<file path="config.mk">
export PLATFORM = sky130hd
export DESIGN_NAME = state_timer_sel_flat
export DESIGN_NICKNAME = d
export VERILOG_FILES = /design/src/rtl/state_timer_sel_if.sv /design/src/rtl/state_timer_sel.sv /design/src/flat_wrapper.sv
export SDC_FILE = /design/constraint.sdc
export NUM_CORES = 1
export LEC_CHECK = 0
export CORE_MARGIN = 1.5
export CORE_UTILIZATION = 43
export CTS_BUF_LIST = sky130_fd_sc_hd__clkbuf_8
export CTS_CLUSTER_SIZE = 20
export DETAILED_ROUTE_END_ITERATION = 10
export PLACE_DENSITY = 0.83
export SLEW_MARGIN = 10
export SYNTH_ARGS = -nofsm -noshare
export SYNTH_HDL_FRONTEND = slang
export SYNTH_SLANG_ARGS = --single-unit
</file>
<file path="constraint.sdc">
create_clock -name clk -period 3.6 [get_ports clk]
set_input_delay 0.54 -clock clk [delete_from_list [all_inputs] [get_ports clk]]
set_output_delay 0.54 -clock clk [all_outputs]
set_load 0.02 [all_outputs]
</file>
<file path="src/rtl/state_timer_sel_if.sv">
// Bundle between the controller FSM and the state timer: time constants,
// state-to-channel map and control strobes in, timer status out.
interface state_timer_sel_if #(
    parameter int WIDTH   = 19,
    parameter int NUM_CH  = 4,
    parameter int STATE_W = 4,
    parameter int CH_W    = 2
);
    logic [NUM_CH*WIDTH-1:0]      t_in;
    logic [(2**STATE_W)*CH_W-1:0] ch_map;
    logic [STATE_W-1:0]           present_state;
    logic                         tick;
    logic                         restart;
    logic [WIDTH-1:0]             tout;
    logic [WIDTH-1:0]             count;
    logic                         busy;
    logic                         expired;
    logic                         done;

    modport master (
        output t_in, ch_map, present_state, tick, restart,
        input  tout, count, busy, expired, done
    );

    modport slave (
        input  t_in, ch_map, present_state, tick, restart,
        output tout, count, busy, expired, done
    );
endinterface

</file>
<file path="src/rtl/state_timer_sel.sv">
// Per-state time-constant selector with a reloadable down-counter.
// Every state entry (or restart) loads the constant mapped to the new
// state; ticks count it down and expiry is reported as a pulse plus a level.
module state_timer_sel #(
    parameter int WIDTH   = 19,
    parameter int NUM_CH  = 4,
    parameter int STATE_W = 4,
    parameter int CH_W    = 2
) (
    input  logic              clk,
    input  logic              rst_n,
    state_timer_sel_if.slave  io
);
    localparam int NUM_ST = 2 ** STATE_W;

    typedef enum logic [1:0] {
        IDLE = 2'd0,
        RUN  = 2'd1,
        DONE = 2'd2
    } cstate_t;

    cstate_t            state, state_nx;
    logic [CH_W-1:0]    ch_raw, ch;
    logic [WIDTH-1:0]   sel_val;
    logic [WIDTH-1:0]   tout_r;
    logic [WIDTH-1:0]   count_r, count_nx;
    logic               busy_r, busy_nx;
    logic               expired_r, expired_nx;
    logic               done_r, done_nx;
    logic [STATE_W-1:0] prev_state;
    logic               load;

    // Look up the channel assigned to the present controller state
    always_comb begin
        ch_raw = '0;
        for (int s = 0; s < NUM_ST; s++) begin
            if (io.present_state == STATE_W'(s))
                ch_raw = io.ch_map[s*CH_W +: CH_W];
        end
    end

    // Unpopulated channel indices fall back to channel 0, then pick the constant
    always_comb begin
        ch      = (32'(ch_raw) < NUM_CH) ? ch_raw : '0;
        sel_val = '0;
        for (int k = 0; k < NUM_CH; k++) begin
            if (ch == CH_W'(k))
                sel_val = io.t_in[k*WIDTH +: WIDTH];
        end
    end

    // IDLE only exists between reset and the first cycle, which must load
    // even if the controller happens to sit in the all-ones state.
    assign load = (io.present_state != prev_state) || io.restart || (state == IDLE);

    // Registered copy of the selected constant and the state seen last cycle
    always_ff @(posedge clk or negedge rst_n) begin
        if (!rst_n) begin
            tout_r     <= '0;
            prev_state <= '1;
        end else begin
            tout_r     <= sel_val;
            prev_state <= io.present_state;
        end
    end

    // Counter FSM state register, including its registered outputs
    always_ff @(posedge clk or negedge rst_n) begin
        if (!rst_n) begin
            state     <= IDLE;
            count_r   <= '0;
            busy_r    <= 1'b0;
            expired_r <= 1'b0;
            done_r    <= 1'b0;
        end else begin
            state     <= state_nx;
            count_r   <= count_nx;
            busy_r    <= busy_nx;
            expired_r <= expired_nx;
            done_r    <= done_nx;
        end
    end

    // Counter FSM next-state: load dominates, then terminal tick in RUN
    always_comb begin
        state_nx = state;
        if (load) begin
            state_nx = (sel_val != '0) ? RUN : DONE;
        end else if (state == RUN && io.tick && count_r <= WIDTH'(1)) begin
            state_nx = DONE;
        end
    end

    // Counter FSM outputs; DONE with done low means the expiry pulse is still owed
    always_comb begin
        count_nx   = count_r;
        busy_nx    = busy_r;
        expired_nx = 1'b0;
        done_nx    = done_r;
        if (load) begin
            count_nx = sel_val;
            busy_nx  = (sel_val != '0);
            done_nx  = 1'b0;
        end else begin
            case (state)
                RUN: begin
                    if (io.tick) begin
                        if (count_r > WIDTH'(1)) begin
                            count_nx = count_r - WIDTH'(1);
                        end else begin
                            count_nx   = '0;
                            busy_nx    = 1'b0;
                            expired_nx = 1'b1;
                            done_nx    = 1'b1;
                        end
                    end
                end
                DONE: begin
                    count_nx = '0;
                    busy_nx  = 1'b0;
                    if (!done_r) begin
                        expired_nx = 1'b1;
                        done_nx    = 1'b1;
                    end
                end
                default: ;
            endcase
        end
    end

    assign io.tout    = tout_r;
    assign io.count   = count_r;
    assign io.busy    = busy_r;
    assign io.expired = expired_r;
    assign io.done    = done_r;
endmodule

</file>
<file path="src/flat_wrapper.sv">
// flat-port wrapper written by rule: the top's interface ports become plain ports
module state_timer_sel_flat 
#(
    parameter int WIDTH   = 19,
    parameter int NUM_CH  = 4,
    parameter int STATE_W = 4,
    parameter int CH_W    = 2
)
  (clk, rst_n, io_t_in, io_ch_map, io_present_state, io_tick, io_restart, io_tout, io_count, io_busy, io_expired, io_done);
  state_timer_sel_if #(.WIDTH(WIDTH), .NUM_CH(NUM_CH), .STATE_W(STATE_W), .CH_W(CH_W)) io_i ();
  input  logic clk;
  input  logic rst_n;
  input wire logic [$bits(io_i.t_in)-1:0] io_t_in;
  input wire logic [$bits(io_i.ch_map)-1:0] io_ch_map;
  input wire logic [$bits(io_i.present_state)-1:0] io_present_state;
  input wire logic [$bits(io_i.tick)-1:0] io_tick;
  input wire logic [$bits(io_i.restart)-1:0] io_restart;
  output wire logic [$bits(io_i.tout)-1:0] io_tout;
  output wire logic [$bits(io_i.count)-1:0] io_count;
  output wire logic [$bits(io_i.busy)-1:0] io_busy;
  output wire logic [$bits(io_i.expired)-1:0] io_expired;
  output wire logic [$bits(io_i.done)-1:0] io_done;
  assign io_i.t_in = io_t_in;
  assign io_i.ch_map = io_ch_map;
  assign io_i.present_state = io_present_state;
  assign io_i.tick = io_tick;
  assign io_i.restart = io_restart;
  assign io_tout = io_i.tout;
  assign io_count = io_i.count;
  assign io_busy = io_i.busy;
  assign io_expired = io_i.expired;
  assign io_done = io_i.done;
  state_timer_sel #(.WIDTH(WIDTH), .NUM_CH(NUM_CH), .STATE_W(STATE_W), .CH_W(CH_W)) u_core (.clk(clk), .rst_n(rst_n), .io(io_i));
endmodule
</file>
; Yosys cells after proc, flatten, opt, wreduce, memory -nomap -nowiden
; Cells that the tools add are included.
[totals]
regBits = 47
out_inout_bits = 41
input_bits = 116
wordCells = 85
[classes]
magnitude_cmp = 2
n_reduce_logical = 12
n_mux = 40
eq_ne = 23
addsub = 1
[ops]
columns = operator, n
row1 = $mux W19, 7
row2 = $mux W2, 19
row3 = $pmux W19 S2, 1
row4 = $eq A4 B4 Y1 const B, 8
row5 = $gt A19 B1 Y1 const B, 1
row6 = $le A19 B1 Y1 const B, 1
row7 = $reduce_bool A19 Y1, 1
row8 = $sub A19 B1 Y19 const B, 1
row9 = $eq A4 B3 Y1 const B, 4
row10 = $mux W1, 10
row11 = $eq A4 B2 Y1 const B, 2
row12 = $eq A2 B2 Y1 const B, 3
row13 = $ne A3 B2 Y1 const B, 2
row14 = $pmux W1 S2, 3
row15 = $eq A2 B1 Y1 const B, 2
row16 = $eq A4 B1 Y1 const B, 1
row17 = $logic_not A2 Y1, 2
row18 = $logic_not A4 Y1, 1
row19 = $ne A4 B4 Y1, 1
row20 = $reduce_and A3 Y1, 1
row21 = $reduce_bool A3 Y1, 1
row22 = $logic_and A1 B1 Y1, 2
row23 = $logic_or A1 B1 Y1, 2
row24 = $reduce_and A2 Y1, 1
row25 = $reduce_bool A2 Y1, 1

; Depth between registers and ports, before layout
[logic_depth]
ltp_word = 25
ltp_mapped = 12
ltp_nobuf = 9

; Least setup slack after synthesis
; No wires, ideal clock.
[synth_timing]
path_kind = input to register
start = in io_present_state[0]
end = reg u_core.state[0]
setup_time_ns = 0.150
n_path_buf = 1
required_ns = 3.450
path_stages = 9
arrival_time_ns = 2.663
setup_slack_ns = 0.787
cell_sequence = buf_6 mux4_2 nand2_1 o31ai_1 o41a_1 or4_1 a22o_1 a2111oi_4 a41oi_1
[synth_between]
elab_chain_len = 25
word_cells_on_any_way = 47
classes_between = eq/ne: 19 / mux: 22 / reduce/logical: 6
[synth_lines]
columns = element, line_no
row1 = "start, declared", flat_wrapper.sv:15  ; input wire logic [$bits(io_i.present_state)-1:0] io_present_state;
row2 = $logic_not A4 Y1, state_timer_sel.sv:37  ; if (io.present_state == STATE_W'(s))
row3 = $mux W2 (16 in a row), state_timer_sel.sv:37
row4 = $logic_not A2 Y1, state_timer_sel.sv:47  ; if (ch == CH_W'(k))
row5 = $mux W19 (4 in a row), state_timer_sel.sv:47
row6 = $reduce_bool A19 Y1, state_timer_sel.sv:88  ; state_nx = (sel_val != '0) ? RUN : DONE;
row7 = $mux W2, state_timer_sel.sv:88
row8 = $mux W2, state_timer_sel.sv:87  ; if (load) begin
row9 = "end signal, assigned", state_timer_sel.sv:76  ; state <= state_nx;
row10 = "end, declared", state_timer_sel.sv:22  ; cstate_t state, state_nx;
; Several ways; a longest one is shown, not always the timed one.
; A chain may end at the register's enable or synchronous reset.

; Worst setup path in the final report
[layout_timing]
start = in io_present_state[0]
end = reg u_core.state[1]
; The elaborated chain is that of the path after synthesis.

==> impl_results.md <==
- Post-synthesis instance total: 347
- Design Power: roughly 2.0 mW
- Max VDD drop: about 0.00028 V
- Placed cell count: just over 600
- GPL Wtd Cong: about 0.86
- Crit Path Class: in -> reg
- Commonest non-fill, non-tap cell in the layout: clkdlybuf4s50_1
- FF/Latch Area: 1180 sq um
- DP Wirelength: around 8500 um
- CP max stage cell: clkdlybuf4s50_1
- Die Width: around 92 um
- CTS buffer count: 5
- Post-synthesis sequential area ratio: between 30% and 40%
- Worst-path cell chain: clkdlybuf4s50_1 -> buf_4 -> mux4_2 -> a31oi_1 -> nand2_2 -> buf_4 -> mux2i_1 -> mux2_2 -> and4_1 -> a32o_1
- WL/cell: about 18 um
- RSZ-0062 raised after global routing: no
- Crit path launch type: input port
- All-Layer GR Usage: 26.1%
- Ant. Diodes: 0
- # DRC: 0
- Seq cells post-synth: 47
- Layout fillers: 609
- Status: finished, final reports clean
- Core Area: ~7700 sq um
- Postcts setup bufs: 0
- Syn Std Cell Area: ~3400 sq um
- Initial antenna violation count: 0
- Ys Warns: 0
- Pleak: around 2.1 nW
- Clock skew: 0.00728 ns
- Element type at the critical path end: flop
- CP max stage delay: between 0.6 and 0.7 ns
- Clock root cell: clkbuf_8
- Largest net degree at the start of global routing: between 40 and 50
- Period utilization: 93.1%
- Largest delay contributor family on the critical path: buffers and inverters
- Worst hold-check path type: in -> async
- Multi-input gate area: between 2000 and 2500 sq um
- Total routed wirelength: approximately 11000 um
- Syn nets: between 400 and 500
- Max Cap Viol: 0
- Gr ovfl total: 0
- Pwr Density: roughly 370 nW/um^2
- Worst-path clk slew: ~0.09 ns
- Critical Path Most Common Cell: buf_4
- Relative slew slack: 28.6%
- DR vias/cell: between 5 and 6
- Post-synth EDFFs: 0
- Nets: between 600 and 700
- Final hold viol count: 0
- Fraction of registers with async set/reset: 100%
- Max Buffers Root-to-Sink: 2
- Main flop type after synthesis: dfrtp_1
- Slew Limit Fails: 0
- Fin cells: 616
- Iter 0 DRT Violations: 277
- Buf/Inv on CP: 3
- Drt pass-1 iters: 5
- Ports: approximately 160
- Die height: 91.7 um
- TNS Setup: 0 ns
- Area grow syn2layout: 54.8%
- Row Count: 32
- Distinct cells, synth: 57
- Final core occ: roughly 70%
- Commonest non-fill, non-tap cells in the layout: clkdlybuf4s50_1 (155), mux2i_1 (56), dfrtp_1 (43)
- Die area: approximately 8400 sq um
- Crit Path Max Fanout: 22
- Clk Latency, worst-skew pair: between 0.3 and 0.4 ns
- Worst Path Required: 3.80 ns
- CTS Sinks: 47
- Critical path arrival: approximately 3.6 ns
- Period minus WS final: 3.35 ns
- CTS tree: built
- Setup violations, final: 0
- Port Buf Inserts: about 160
- Worst slew pin tran: 1.07 ns
- Syn avg cell area: 9.76 sq um
- Number of global-route vias before repair: 3549
- # H-tree levels: 2
- Layout cells sized above 1: between 10% and 20%
- Remaining antenna violation count: 0
- Routed vias: between 3000 and 4000
- First-pass GRT wire length: about 17000 um
- Max Fclk: between 200 and 300 MHz
- Initial core utilization: between 40 and 50%
-- final cells by class --
type                       count  area share (%)
sequential                    47            22.5
clock inverter                 3           0.430
multi-input combinational    264            38.7
clock buffer                   5            1.31
tap                          102            2.44
timing repair buffer         179            33.5
inverter                      16            1.15
-- synth_stat cells (5+ instances only) --
master    count  area [sq um]
mux2i_1      56           561
dfrtp_1      43          1080
nand2_1      25          93.8
o21ai_1      18          90.1
a21oi_1      17          85.1
nor2_1       17          63.8
inv_1        16          60.1
nor4_1       13          81.3
a22o_1        9          78.8
nor3_1        8          40.0
o21ai_0       8          40.0
mux2_2        7          78.8
buf_4         6          45.0
clkbuf_1      6          22.5
or3_1         6          37.5
a31oi_1       5          31.3
buf_2         5          25.0
ha_1          5          62.6
mux4_2        5           113
or4_1         5          37.5
-- metrics by stage --
step / cell area, sq um / setup WS, ns / hold slack (ns)
2_1_floorplan: 3390 / 0.787 / 0.244
3_3_place_gp: 5140 / -0.0296 / 0.524
3_5_place_dp: 5140 / -0.0825 / 0.511
4_1_cts: 5240 / 0.238 / 0.454
5_1_grt: 5240 / 0.0287 / 0.478
6_report: 5240 / 0.250 / 0.400
-- registers in the layout, indices dropped and copies added (netlist names) --
register / cells
u_core.io.busy: 1
u_core.prev_state: 4
u_core.io.done: 1
u_core.io.expired: 1
u_core.io.count: 19
u_core.io.tout: 19
u_core.state: 2
-- worst paths after layout --
check / startpoint / to / slack (ns) / cells after the start
setup / recovery: io_present_state[0] / u_core.state[1]$_DFFE_PN0P_ / 0.25 / 10
hold / removal: rst_n / u_core.io.count[6]$_DFFE_PN0P_ / 0.40 / 1
setup reg to reg: u_core.io.count[14]$_DFFE_PN0P_ / u_core.io.count[6]$_DFFE_PN0P_ / 0.41 / 8
hold reg to reg: u_core.io.count[7]$_DFFE_PN0P_ / u_core.io.count[7]$_DFFE_PN0P_ / 0.54 / 1
max in group asynchronous: rst_n / u_core.io.tout[17]$_DFF_PN0_ / 2.52 / 1
min in group clk: u_core.io.count[7]$_DFFE_PN0P_ / u_core.io.count[7]$_DFFE_PN0P_ / 0.54 / 1
-- routing by layer --
| layer | global-route usage (%) | vias up | share of wire [%] |
|---|---|---|---|
| met5 | 0 | - | 0 |
| met4 | 6.79 | 0 | 2.3 |
| met3 | 6.14 | 24 | 8.9 |
| met2 | 45.1 | 177 | 49 |
| met1 | 32.7 | 1675 | 40 |
| li1 | - | 1654 | - |
-- power by group --
group          switching (mW)  total [mW]  internal (mW)
sequential             0.0823       0.704          0.622
combinational           0.434       0.906          0.473
clock                   0.199       0.340          0.141
total                   0.716        1.95           1.24
-- timing repair --
| action | in CTS | in global routing |
|---|---|---|
| resized for setup | 0 | 1 |
| endpoints found under the setup margin | 0 | 1 |
| hold buffers | 0 | 0 |
-- cell families (layout without fill, tap and decap cells) --
| group | Yosys count | count (layout) | share of synthesized area (%) |
|---|---|---|---|
| AND/OR/NAND/NOR | 98 | 98 | 16.0 |
| buffers and inverters | 36 | 203 | 5.51 |
| adder cells (fa/ha/maj) | 5 | 5 | 1.85 |
| XOR/XNOR | 4 | 4 | 1.03 |
| AO/OA/AOI/OAI | 89 | 89 | 18.6 |
| flip-flops | 47 | 47 | 34.9 |
| multiplexers | 68 | 68 | 22.2 |
Note: power is estimated with default switching activity, not from simulation.
